<file path="src/rtl/operand_fetch_pkg.sv">
// Shared types and helpers for the 8086 operand fetch sequencer.
// Holds the FSM state encoding, the imm_size encodings and the displacement-length decode.
package operand_fetch_pkg;

    typedef enum logic [2:0] {
        IDLE  = 3'd0,
        MODRM = 3'd1,
        DISP  = 3'd2,
        IMM   = 3'd3,
        DONE  = 3'd4
    } fetch_state_e;

    localparam logic [1:0] IMM_NONE = 2'd0;
    localparam logic [1:0] IMM_8    = 2'd1;
    localparam logic [1:0] IMM_16   = 2'd2;

    // mod=00 with rm=110 is the direct-address form and carries a 16-bit displacement.
    function automatic logic [1:0] disp_bytes(input logic [7:0] modrm);
        logic [1:0] len;
        case (modrm[7:6])
            2'b11:   len = 2'd0;
            2'b01:   len = 2'd1;
            2'b10:   len = 2'd2;
            default: len = (modrm[2:0] == 3'b110) ? 2'd2 : 2'd0;
        endcase
        return len;
    endfunction

    function automatic logic [1:0] imm_bytes(input logic [1:0] imm_size);
        logic [1:0] len;
        case (imm_size)
            IMM_8:   len = 2'd1;
            IMM_16:  len = 2'd2;
            default: len = 2'd0;
        endcase
        return len;
    endfunction

endpackage

</file>
<file path="src/rtl/operand_byte_assembler.sv">
// Little-endian collector for a 1- or 2-byte operand field with sign extension of 8-bit values.
// value_o is the assembled field including the byte presented this cycle, so it is meaningful on the final capture.
module operand_byte_assembler (
    input  logic        clk_i,
    input  logic        rst_ni,
    input  logic        clear_i,
    input  logic        capture_i,
    input  logic        wide_i,
    input  logic [7:0]  data_i,
    output logic [1:0]  count_o,
    output logic [15:0] value_o
);

    logic [7:0] low_q;
    logic [1:0] count_q;

    always_ff @(posedge clk_i or negedge rst_ni) begin
        if (!rst_ni) begin
            low_q   <= 8'h00;
            count_q <= 2'd0;
        end else if (clear_i) begin
            low_q   <= 8'h00;
            count_q <= 2'd0;
        end else if (capture_i) begin
            if (count_q == 2'd0) begin
                low_q <= data_i;
            end
            count_q <= count_q + 2'd1;
        end
    end

    assign count_o = count_q;
    assign value_o = wide_i ? {data_i, low_q} : {{8{data_i[7]}}, data_i};

endmodule

</file>
<file path="src/rtl/operand_fetch_sequencer.sv">
// Fetches ModRM, displacement and immediate bytes from the prefetch FIFO for the 8086 core.
// A byte popped in one cycle is captured in the next; the next field's first pop overlaps that capture.
module operand_fetch_sequencer
    import operand_fetch_pkg::*;
(
    input  logic        clk_i,
    input  logic        reset_n_i,
    input  logic        start_i,
    input  logic        flush_i,
    input  logic        has_modrm_i,
    input  logic [1:0]  imm_size_i,
    output logic        busy_o,
    output logic        complete_o,
    output logic [7:0]  modrm_o,
    output logic [15:0] displacement_o,
    output logic [15:0] immediate_o,
    output logic        fifo_rd_en_o,
    input  logic [7:0]  fifo_rd_data_i,
    input  logic        fifo_empty_i
);

    fetch_state_e state_q, state_d;
    fetch_state_e nxt_state;

    logic        busy_q;
    logic        complete_q;
    logic [7:0]  modrm_q;
    logic [15:0] disp_q;
    logic [15:0] imm_q;
    logic [1:0]  disp_len_q;
    logic [1:0]  imm_len_q;
    logic [1:0]  issued_q, issued_d;
    logic        pend_q;

    logic [1:0]  cur_len;
    logic [1:0]  nxt_len;
    logic [1:0]  start_imm_len;
    logic [1:0]  decoded_disp;
    logic [1:0]  issue_len;
    logic [1:0]  issue_cnt;
    logic        start_ok;
    logic        cap;
    logic        in_data_field;
    logic        last_cap;
    logic        advance;
    logic        rd_en;

    logic [1:0]  asm_count;
    logic [15:0] asm_value;

    assign start_imm_len = imm_bytes(imm_size_i);
    assign decoded_disp  = disp_bytes(fifo_rd_data_i);
    assign start_ok      = (state_q == IDLE) && start_i && !flush_i;
    assign cap           = pend_q && !flush_i;
    assign in_data_field = (state_q == DISP) || (state_q == IMM);
    assign last_cap      = cap && ((state_q == MODRM) ||
                                   (in_data_field && ((asm_count + 2'd1) == cur_len)));
    assign advance       = start_ok || last_cap;

    always_comb begin
        cur_len = 2'd0;
        case (state_q)
            MODRM:   cur_len = 2'd1;
            DISP:    cur_len = disp_len_q;
            IMM:     cur_len = imm_len_q;
            default: cur_len = 2'd0;
        endcase
    end

    // Field that follows the current one; after ModRM the length comes straight off the FIFO data.
    always_comb begin
        nxt_state = DONE;
        nxt_len   = 2'd0;
        if (state_q == IDLE) begin
            if (has_modrm_i) begin
                nxt_state = MODRM;
                nxt_len   = 2'd1;
            end else if (start_imm_len != 2'd0) begin
                nxt_state = IMM;
                nxt_len   = start_imm_len;
            end
        end else if (state_q == MODRM) begin
            if (decoded_disp != 2'd0) begin
                nxt_state = DISP;
                nxt_len   = decoded_disp;
            end else if (imm_len_q != 2'd0) begin
                nxt_state = IMM;
                nxt_len   = imm_len_q;
            end
        end else if (state_q == DISP) begin
            if (imm_len_q != 2'd0) begin
                nxt_state = IMM;
                nxt_len   = imm_len_q;
            end
        end
    end

    always_comb begin
        issue_len = advance ? nxt_len : cur_len;
        issue_cnt = advance ? 2'd0 : issued_q;
        rd_en     = (issue_cnt < issue_len) && !fifo_empty_i && !flush_i;

        state_d  = state_q;
        issued_d = issued_q + {1'b0, rd_en};
        if (flush_i) begin
            state_d  = IDLE;
            issued_d = 2'd0;
        end else if (advance) begin
            state_d  = nxt_state;
            issued_d = {1'b0, rd_en};
        end else if (state_q == DONE) begin
            state_d  = IDLE;
            issued_d = 2'd0;
        end
    end

    operand_byte_assembler u_assembler (
        .clk_i     (clk_i),
        .rst_ni    (reset_n_i),
        .clear_i   (flush_i || last_cap || (state_q == IDLE)),
        .capture_i (cap && in_data_field),
        .wide_i    (cur_len == 2'd2),
        .data_i    (fifo_rd_data_i),
        .count_o   (asm_count),
        .value_o   (asm_value)
    );

    always_ff @(posedge clk_i or negedge reset_n_i) begin
        if (!reset_n_i) begin
            state_q    <= IDLE;
            busy_q     <= 1'b0;
            complete_q <= 1'b0;
            modrm_q    <= 8'h00;
            disp_q     <= 16'h0000;
            imm_q      <= 16'h0000;
            disp_len_q <= 2'd0;
            imm_len_q  <= 2'd0;
            issued_q   <= 2'd0;
            pend_q     <= 1'b0;
        end else begin
            state_q    <= state_d;
            issued_q   <= issued_d;
            pend_q     <= rd_en;
            busy_q     <= (state_d != IDLE);
            complete_q <= (state_d == DONE);

            if (start_ok) begin
                modrm_q    <= 8'h00;
                disp_q     <= 16'h0000;
                imm_q      <= 16'h0000;
                disp_len_q <= 2'd0;
                imm_len_q  <= start_imm_len;
            end

            if (cap) begin
                case (state_q)
                    MODRM: begin
                        modrm_q    <= fifo_rd_data_i;
                        disp_len_q <= decoded_disp;
                    end
                    DISP: begin
                        if (last_cap) begin
                            disp_q <= asm_value;
                        end
                    end
                    IMM: begin
                        if (last_cap) begin
                            imm_q <= asm_value;
                        end
                    end
                    default: ;
                endcase
            end
        end
    end

    assign busy_o         = busy_q;
    assign complete_o     = complete_q;
    assign modrm_o        = modrm_q;
    assign displacement_o = disp_q;
    assign immediate_o    = imm_q;
    assign fifo_rd_en_o   = rd_en;

endmodule
</file>
<file path="config.mk">
export PLATFORM = sky130hd
export DESIGN_NAME = operand_fetch_sequencer
export DESIGN_NICKNAME = d
export VERILOG_FILES = /design/src/rtl/operand_fetch_pkg.sv /design/src/rtl/operand_byte_assembler.sv /design/src/rtl/operand_fetch_sequencer.sv
export SDC_FILE = /design/constraint.sdc
export NUM_CORES = 1
export LEC_CHECK = 0
export CORE_MARGIN = 3
export CORE_UTILIZATION = 56
export DETAILED_ROUTE_END_ITERATION = 7
export PLACE_DENSITY = 0.91
export SETUP_SLACK_MARGIN = 0.05
export SLEW_MARGIN = 10
export SYNTH_ARGS = -nofsm -noshare
export SYNTH_HDL_FRONTEND = slang
export SYNTH_SLANG_ARGS = --single-unit
</file>
<file path="constraint.sdc">
create_clock -name clk_i -period 5.1 [get_ports clk_i]
set_input_delay 0.51 -clock clk_i [delete_from_list [all_inputs] [get_ports clk_i]]
set_output_delay 0.51 -clock clk_i [all_outputs]
set_load 0.02 [all_outputs]
</file>
==> results by group, run 1 <==
Floorplanning
  – Area of the die: between 6000 and 7000 µm²
  – Site Rows: 26
  – Starting Density: 59.84%
  – Die Span Y: 81.28 µm
  – Num ports: 59
  – Chip width: 81.28 µm
  – Core area: about 5300 µm²

STA
  – Final hold viol count: 0
  – Peak Freq: 230.2 MHz
  – Rel. slew slack: between 40% and 50%
  – RSZ-0062 raised after global routing: false
  – Max-slew violations: 0
  – Final setup viols: 0
  – Final setup margin: 0.7565 ns
  – Setup TNS: 0 ns
  – Worst slew pin tran: around 0.76 ns
  – Clock Skew: around 0.011 ns
  – Period utilization: between 80% and 90%
  – Min Tclk post-route: 4.344 ns

Setup path
  – FF-to-FF Start: state_q[1]
  – Crit-path leading delay family: buffers and inverters
  – CP endpoint kind: primary output
  – CP cell instances: clkdlybuf4s50_1 -> and4bb_2 -> and2_1 -> mux2i_4 -> o21ai_2 -> mux2i_1 -> ha_1 -> nor3_1 -> o31a_1 -> clkdlybuf4s50_1
  – CP Max Fanout: 13
  – Most used cell, CP: clkdlybuf4s50_1
  – Worst path max stage delay: between 0.6 and 0.7 ns
  – Reg2reg path depth: 10
  – CP Buf/Inv Count: 2
  – CP Launch Type: input pin
  – R2R Setup Slk: 1.65 ns
  – Critical path's slowest cell: clkdlybuf4s50_1
  – WP data required: about 4.6 ns
  – Crit Path Category: in -> out
  – R2R Path End: issued_q[1]
  – Arrival @ worst endpoint: 3.83 ns

Synth
  – Post-synth top flop: dfrtp_1
  – Post-synthesis instance total: 301
  – Average cell area after synthesis: between 10 and 15 µm²
  – Net Count, Synth: 322
  – Area of the mapped netlist: around 3200 µm²
  – Register area share after synthesis: about half
  – Register bit total from synthesis: between 60 and 70
  – Async SR Flop Fraction: 100.0%
  – Yosys cell types: slightly below 60
  – Synthesis Warnings: 0
  – Number of synthesized flops with an enable pin: 0

Placement
  – # placed instances: about 410
  – Port buffer count: 58
  – HPWL after DPL: about 5.3 mm
  – Final Wtd Congestion: 0.8770
  – Place WS: 0.7963 ns

GRT
  – Tot GR Track Use: 25.04%
  – Initial antenna violation count: 0
  – Largest net degree at the start of global routing: 63
  – Vias in the first global route: 2512
  – First-pass GRT wire length: 12.23 mm
  – Grt ovf: 0

Power
  – Clk pwr share: between 30% and 40%
  – Leakage: 0.001666 µW
  – NetSw: 432.5 µW
  – Internal: 925.8 µW
  – Combinational share of power: between 20% and 30%
  – Sw frac: 31.84%
  – Power consumption: 1358 µW
  – Maximum VDD drop: roughly 0.26 mV
  – Power per cell area: 346.8 nW/µm²
  – Flop pwr share: between 40% and 50%

Detailed routing
  – Final Routed Wirelength: 7.482 mm
  – Initial drt markers: around 180
  – DR DRC count: 0
  – Via Count: 2473
  – Number of routed nets with antenna violations: 0
  – Pre-antenna DRT Iters: 4
  – Routed wire per std cell: 17.44 µm
  – Detail-routed via count per cell: 5.765

Finish
  – Commonest non-fill, non-tap cell in the layout: dfrtp_1
  – Layout Area Growth over Synthesis: 23.42%
  – Post-route insts no fill: between 400 and 500
  – Fillcell total: 381
  – Antenna cells: 0
  – Share of layout cells above drive strength 1: between 10 and 15%
  – Final Net Count: between 300 and 400
  – Commonest non-fill, non-tap cells in the layout: dfrtp_1 (62), clkdlybuf4s50_1 (57), nand2_1 (46), mux2i_1 (38), a21oi_1 (20)

Clocking
  – CTS buffer count: 9
  – Root Driver: clkbuf_8
  – Clock sink count: 62
  – Max Root-Sink Buffers: 2
  – Postcts setup bufs: 0
  – Post-CTS sizing: 0
  – Clock Latency Late Sink: 0.34 ns
  – CTS tree: yes
  – H-tree depth: 3
  – # hold bufs at CTS: 0
  – Clock input transition at the sequential cells of the worst setup and hold paths: approximately 0.07 ns

Outcome
  – Status: finished clean

Flow run
  – Max-cap violations: 0

Min path
  – Hold Path Class: in -> async
-- per-layer routing --
| layer | wire (µm) | part of all wire [%] | GRT usage (%) |
|---|---|---|---|
| met2 | 3496 | 47 | 37.13 |
| met3 | 502 | 6.7 | 5.765 |
| met4 | 116 | 1.6 | 11.82 |
| met1 | 3366 | 45 | 34.74 |
| met5 | 0 | 0 | 0 |
-- through the flow --
stage / hold WS (ns) / cell area (µm²) / util [%]
after floorplan: 0.2144 / 3173 / -
after global placement: 0.4815 / 3709 / 69.94
after detailed placement: 0.4757 / 3709 / 69.94
after CTS: 0.3475 / 3916 / 73.86
after global routing: 0.3693 / 3916 / 73.86
final: 0.3206 / 3916 / 73.86
-- synthesized netlist by cell type, types with 2 or more instances --
master / instances / share of area [%]
a21oi_1: 20 / 3.2
a22o_1: 8 / 2.2
a32oi_1: 2 / 0.55
and2_1: 2 / 0.39
and2b_1: 2 / 0.47
and3_1: 5 / 0.99
buf_2: 4 / 0.63
buf_6: 4 / 1.4
clkbuf_1: 4 / 0.47
dfrtp_1: 62 / 49
dlygate4sd1_1: 2 / 0.55
ha_1: 5 / 2.0
inv_1: 16 / 1.9
mux2_2: 3 / 1.1
mux2i_1: 38 / 12
nand2_1: 46 / 5.4
nand3_1: 10 / 1.6
nor2_1: 12 / 1.4
nor2b_1: 3 / 0.59
nor3_1: 3 / 0.47
o21ai_0: 10 / 1.6
o21ai_2: 2 / 0.55
xnor2_1: 2 / 0.55
-- worst register-to-register path: stages (launching register included) --
cell       delay (ns)
dfrtp_1          0.59
and4bb_2         0.47
and2_1           0.24
mux2i_4          0.11
o21ai_2          0.39
mux2i_1          0.14
ha_1             0.19
nor3_1           0.32
and3_1           0.25
xnor2_1          0.08
a2111oi_0        0.49
-- layout make-up --
| class | count | area (µm²) | share of cell area, % |
|---|---|---|---|
| multi-input combinational | 204 | 1404 | 35.85 |
| tap | 70 | 87.58 | 2.236 |
| clock buffer | 12 | 165.2 | 4.217 |
| clock inverter | 3 | 42.54 | 1.086 |
| inverter | 16 | 60.06 | 1.534 |
| timing repair buffer | 62 | 605.6 | 15.46 |
| sequential | 62 | 1551 | 39.62 |
-- worst max-delay path by stage --
stage | start | to | slack (ns) | cells after the start
finish | flush_i | fifo_rd_en_o | 0.76 | 10
floorplan | flush_i | fifo_rd_en_o | 2.17 | 9
global route | flush_i | fifo_rd_en_o | 0.51 | 10
CTS | flush_i | fifo_rd_en_o | 0.80 | 10
global placement | flush_i | fifo_rd_en_o | 0.82 | 10
detailed placement | flush_i | fifo_rd_en_o | 0.80 | 10
-- sequential cells by signal, summed over array words and instances, names as in the netlist, 2 cells and up --
signal,cells
disp_len_q,2
displacement_o,16
imm_len_q,2
immediate_o,16
issued_q,2
modrm_o,8
state_q,3
u_assembler.count_o,2
u_assembler.low_q,8
-- power groups by stage --
| stage | Combinational, µW | Sequential [µW] | Clock [µW] |
|---|---|---|---|
| detailed placement | 328 | 586 | 0 |
| finish | 331 | 578 | 449 |
| global placement | 327 | 585 | 0 |
| floorplan | 235 | 577 | 0 |
| global route | 362 | 584 | 485 |
| CTS | 330 | 578 | 458 |
-- logic make-up (layout without fill, tap and decap cells) --
family | count (synthesis) | count (layout) | share of synthesized area (%)
AND/OR/NAND/NOR | 97 | 97 | 15.30
multiplexers | 43 | 43 | 14.12
adder cells (fa/ha/maj) | 5 | 5 | 1.972
flip-flops | 62 | 62 | 48.90
XOR/XNOR | 4 | 4 | 1.341
buffers and inverters | 35 | 93 | 6.861
AO/OA/AOI/OAI | 55 | 55 | 11.52
No activity file was read; power rests on OpenSTA's default activity.
==> run 2: changes to the inputs <==
--- a/config.mk
+++ b/config.mk
@@ -7,6 +7,7 @@
 export LEC_CHECK = 0
 export CORE_MARGIN = 3
 export CORE_UTILIZATION = 56
+export CTS_CLUSTER_DIAMETER = 60
 export DETAILED_ROUTE_END_ITERATION = 7
 export PLACE_DENSITY = 0.91
 export SETUP_SLACK_MARGIN = 0.05
==> results of run 2 <==
The final DEF is identical to that of run 1; final timing and power are the same.
==> run 3: changes to the inputs <==
--- a/config.mk
+++ b/config.mk
@@ -6,10 +6,10 @@
 export NUM_CORES = 1
 export LEC_CHECK = 0
 export CORE_MARGIN = 3
-export CORE_UTILIZATION = 56
+export CORE_UTILIZATION = 41
 export CTS_CLUSTER_DIAMETER = 60
 export DETAILED_ROUTE_END_ITERATION = 7
-export PLACE_DENSITY = 0.91
+export PLACE_DENSITY = 0.71
 export SETUP_SLACK_MARGIN = 0.05
 export SLEW_MARGIN = 10
 export SYNTH_ARGS = -nofsm -noshare
==> run 3 against run 2 <==
Net effect: worst setup slack improved by 0.044 ns; clock-buffer cell count is 2 lower; die area increased by 34%; first-iteration DRC count fell by 9.0%; flip-flop and latch count unchanged; fmax is 1.0% higher; hold slack improved by 0.0079 ns; clock power fell by 6.7%; sequential share of layout area shrank 0.19 points; wire length decreased by 2.7%; largest power group unchanged.
==> results by group, run 3 (synthesis results as in run 1) <==
Clocking
  – Root Driver: clkbuf_8
  – Clock Latency Late Sink: 0.34 ns (about the same)
  – Post-CTS sizing: 0 (unchanged)
  – Postcts setup bufs: 0 (unchanged)
  – CTS tree: yes
  – Clock sink count: 62 (unchanged)
  – CTS buffer count: 9 (unchanged)
  – H-tree depth: 3 (unchanged)
  – # hold bufs at CTS: 0 (unchanged)
  – Max Root-Sink Buffers: 2 (unchanged)
  – Clock input transition at the sequential cells of the worst setup and hold paths: 0.07 ns (about the same)

Power
  – NetSw: 435.6 µW (+0.71%)
  – Flop pwr share: 43.7% (+1.1 points)
  – Sw frac: 32.90% (+1.1 points)
  – Clk pwr share: 31.6% (-1.5 points)
  – Internal: 888.3 µW (-4.0%)
  – Combinational share of power: 24.7% (+0.3 points)
  – Leakage: 0.001662 µW (-0.27%)
  – Maximum VDD drop: 0.1259 mV (-51%)
  – Power per cell area: 336.4 nW/µm² (-3.0%)

Finish
  – Commonest non-fill, non-tap cell in the layout: dfrtp_1
  – Share of layout cells above drive strength 1: 10.28% (-0.029 points)
  – Antenna cells: 0 (unchanged)
  – Commonest non-fill, non-tap cells in the layout: dfrtp_1 (62), clkdlybuf4s50_1 (57), nand2_1 (46), mux2i_1 (38), a21oi_1 (20)
  – Final Net Count: 376 (unchanged)
  – Layout Area Growth over Synthesis: 24.01%

Placement
  – Port buffer count: 58 (unchanged)
  – HPWL after DPL: 5.195 mm (-1.6%)
  – Final Wtd Congestion: 0.8422 (-4.0%)
  – Place WS: 0.8263 ns (+0.03003 ns)

GRT
  – Tot GR Track Use: 17.62% (-7.4 points)
  – Initial antenna violation count: 0 (unchanged)
  – Largest net degree at the start of global routing: 63 (unchanged)
  – Vias in the first global route: 2399 (-4.5%)
  – First-pass GRT wire length: 12.16 mm (-0.62%)
  – Grt ovf: 0 (unchanged)

Floorplanning
  – Num ports: 59 (unchanged)
  – Starting Density: 43.06% (-17 points)
  – Core area: 7370 µm² (+39%)
  – Site Rows: 31 (+19%)
  – Area of the die: 8830 µm² (+34%)
  – Die Span Y: 93.97 µm (+16%)
  – Chip width: 93.97 µm (+16%)

STA
  – Final hold viol count: 0 (unchanged)
  – Min Tclk post-route: 4.300 ns (-0.04388 ns)
  – Rel. slew slack: 48.77% (-0.37 points)
  – RSZ-0062 raised after global routing: false
  – Worst slew pin tran: 0.7684 ns (+0.005610 ns)
  – Final setup viols: 0 (unchanged)
  – Clock Skew: 0.009174 ns (-0.001641 ns)
  – Peak Freq: 232.6 MHz (+1.0%)
  – Setup TNS: 0 ns (unchanged)
  – Max-slew violations: 0 (unchanged)
  – Period utilization: 84.31% (-0.86 points)
  – Final setup margin: 0.8003 ns (+0.04388 ns)

Setup path
  – Critical path's slowest cell: clkdlybuf4s50_1
  – CP Launch Type: input pin
  – CP Max Fanout: 13 (unchanged)
  – Most used cell, CP: clkdlybuf4s50_1
  – CP cell instances: clkdlybuf4s50_1 -> and4bb_2 -> and2_1 -> mux2i_4 -> o21ai_2 -> mux2i_1 -> ha_1 -> nor3_1 -> o31a_1 -> clkdlybuf4s50_1
  – WP data required: 4.59 ns (about the same)
  – Arrival @ worst endpoint: 3.79 ns (-0.04 ns)
  – CP endpoint kind: primary output
  – Crit Path Category: in -> out
  – Worst path max stage delay: 0.60 ns (about the same)

Min path
  – Hold Path Class: in -> async

Detailed routing
  – Routed wire per std cell: 15.85 µm (-9.1%)
  – Number of routed nets with antenna violations: 0 (unchanged)
  – Final Routed Wirelength: 7.277 mm (-2.7%)
  – Via Count: 2388 (-3.4%)
  – Initial drt markers: 162 (-9.0%)
  – DR DRC count: 0 (unchanged)
  – Detail-routed via count per cell: 5.203 (-9.7%)
  – Pre-antenna DRT Iters: 4 (unchanged)

Outcome
  – Status: finished clean

Flow run
  – Max-cap violations: 0 (unchanged)
run 3: cell count changes in the layout (fill, tap and decap cells not counted), sizes merged:
cell and delta:
clkinv +4, clkbuf -2, clkinvlp -1
run 3: cell type report:
type	count	area (µm²)
inverter	16	60.06
timing repair buffer	62	605.6
fill	658	3435
sequential	62	1551
multi-input combinational	204	1404
tap	99	123.9
clock inverter	6	62.56
clock buffer	10	127.6
run 3: routing by layer:
metal | part of all wire [%] | GRT usage (%) | wire, µm | vias to the layer above
li1 | - | - | - | 1147
met1 | 48 | 25.13 | 3487 | 1180
met2 | 47 | 26.79 | 3400 | 54
met3 | 4.0 | 3.125 | 293 | 7
met4 | 1.3 | 6.498 | 95 | 0
met5 | 0 | 0 | 0 | -
run 3: final timing paths:
path,slack (ns),cells after the start,startpoint,endpoint
setup reg to reg,1.81,10,state_q[0],issued_q[1]
min in group clk_i,0.50,2,modrm_o[7],modrm_o[7]
setup / recovery,0.80,10,flush_i,fifo_rd_en_o
hold reg to reg,0.50,2,modrm_o[7],modrm_o[7]
hold / removal,0.33,2,reset_n_i,immediate_o[4]
max in group asynchronous,4.26,2,reset_n_i,modrm_o[0]
run 3: power groups by stage:
stage          clock network [µW]  registers [µW]  logic (µW)
3_3_place_gp                    0             586         326
3_5_place_dp                    0             587         328
6_report                      419             579         327
4_1_cts                       428             578         329
5_1_grt                       447             585         363
2_1_floorplan                   0             577         235
run 3: critical path, delay by kind of cell:
kind / cells / cell delay (ns)
adders and majority gates: 1 / 0.19
muxes: 2 / 0.25
buffers and inverters: 2 / 1.15
and+or+nand+nor: 3 / 1.10
AOI/OAI and AO/OA: 2 / 0.57
run 3: through the flow:
step                      hold slack [ns]  cell area (µm²)  total power (µW)  util [%]  cells
after floorplan                    0.2144             3173             811.9         -    301
after detailed placement           0.4891             3745             915.1     50.81    443
after global placement             0.4863             3745             912.0     50.81    443
after global routing               0.3908             3935              1394     53.40    459
final                              0.3285             3935              1324     53.40    459
after CTS                          0.3533             3935              1335     53.40    459
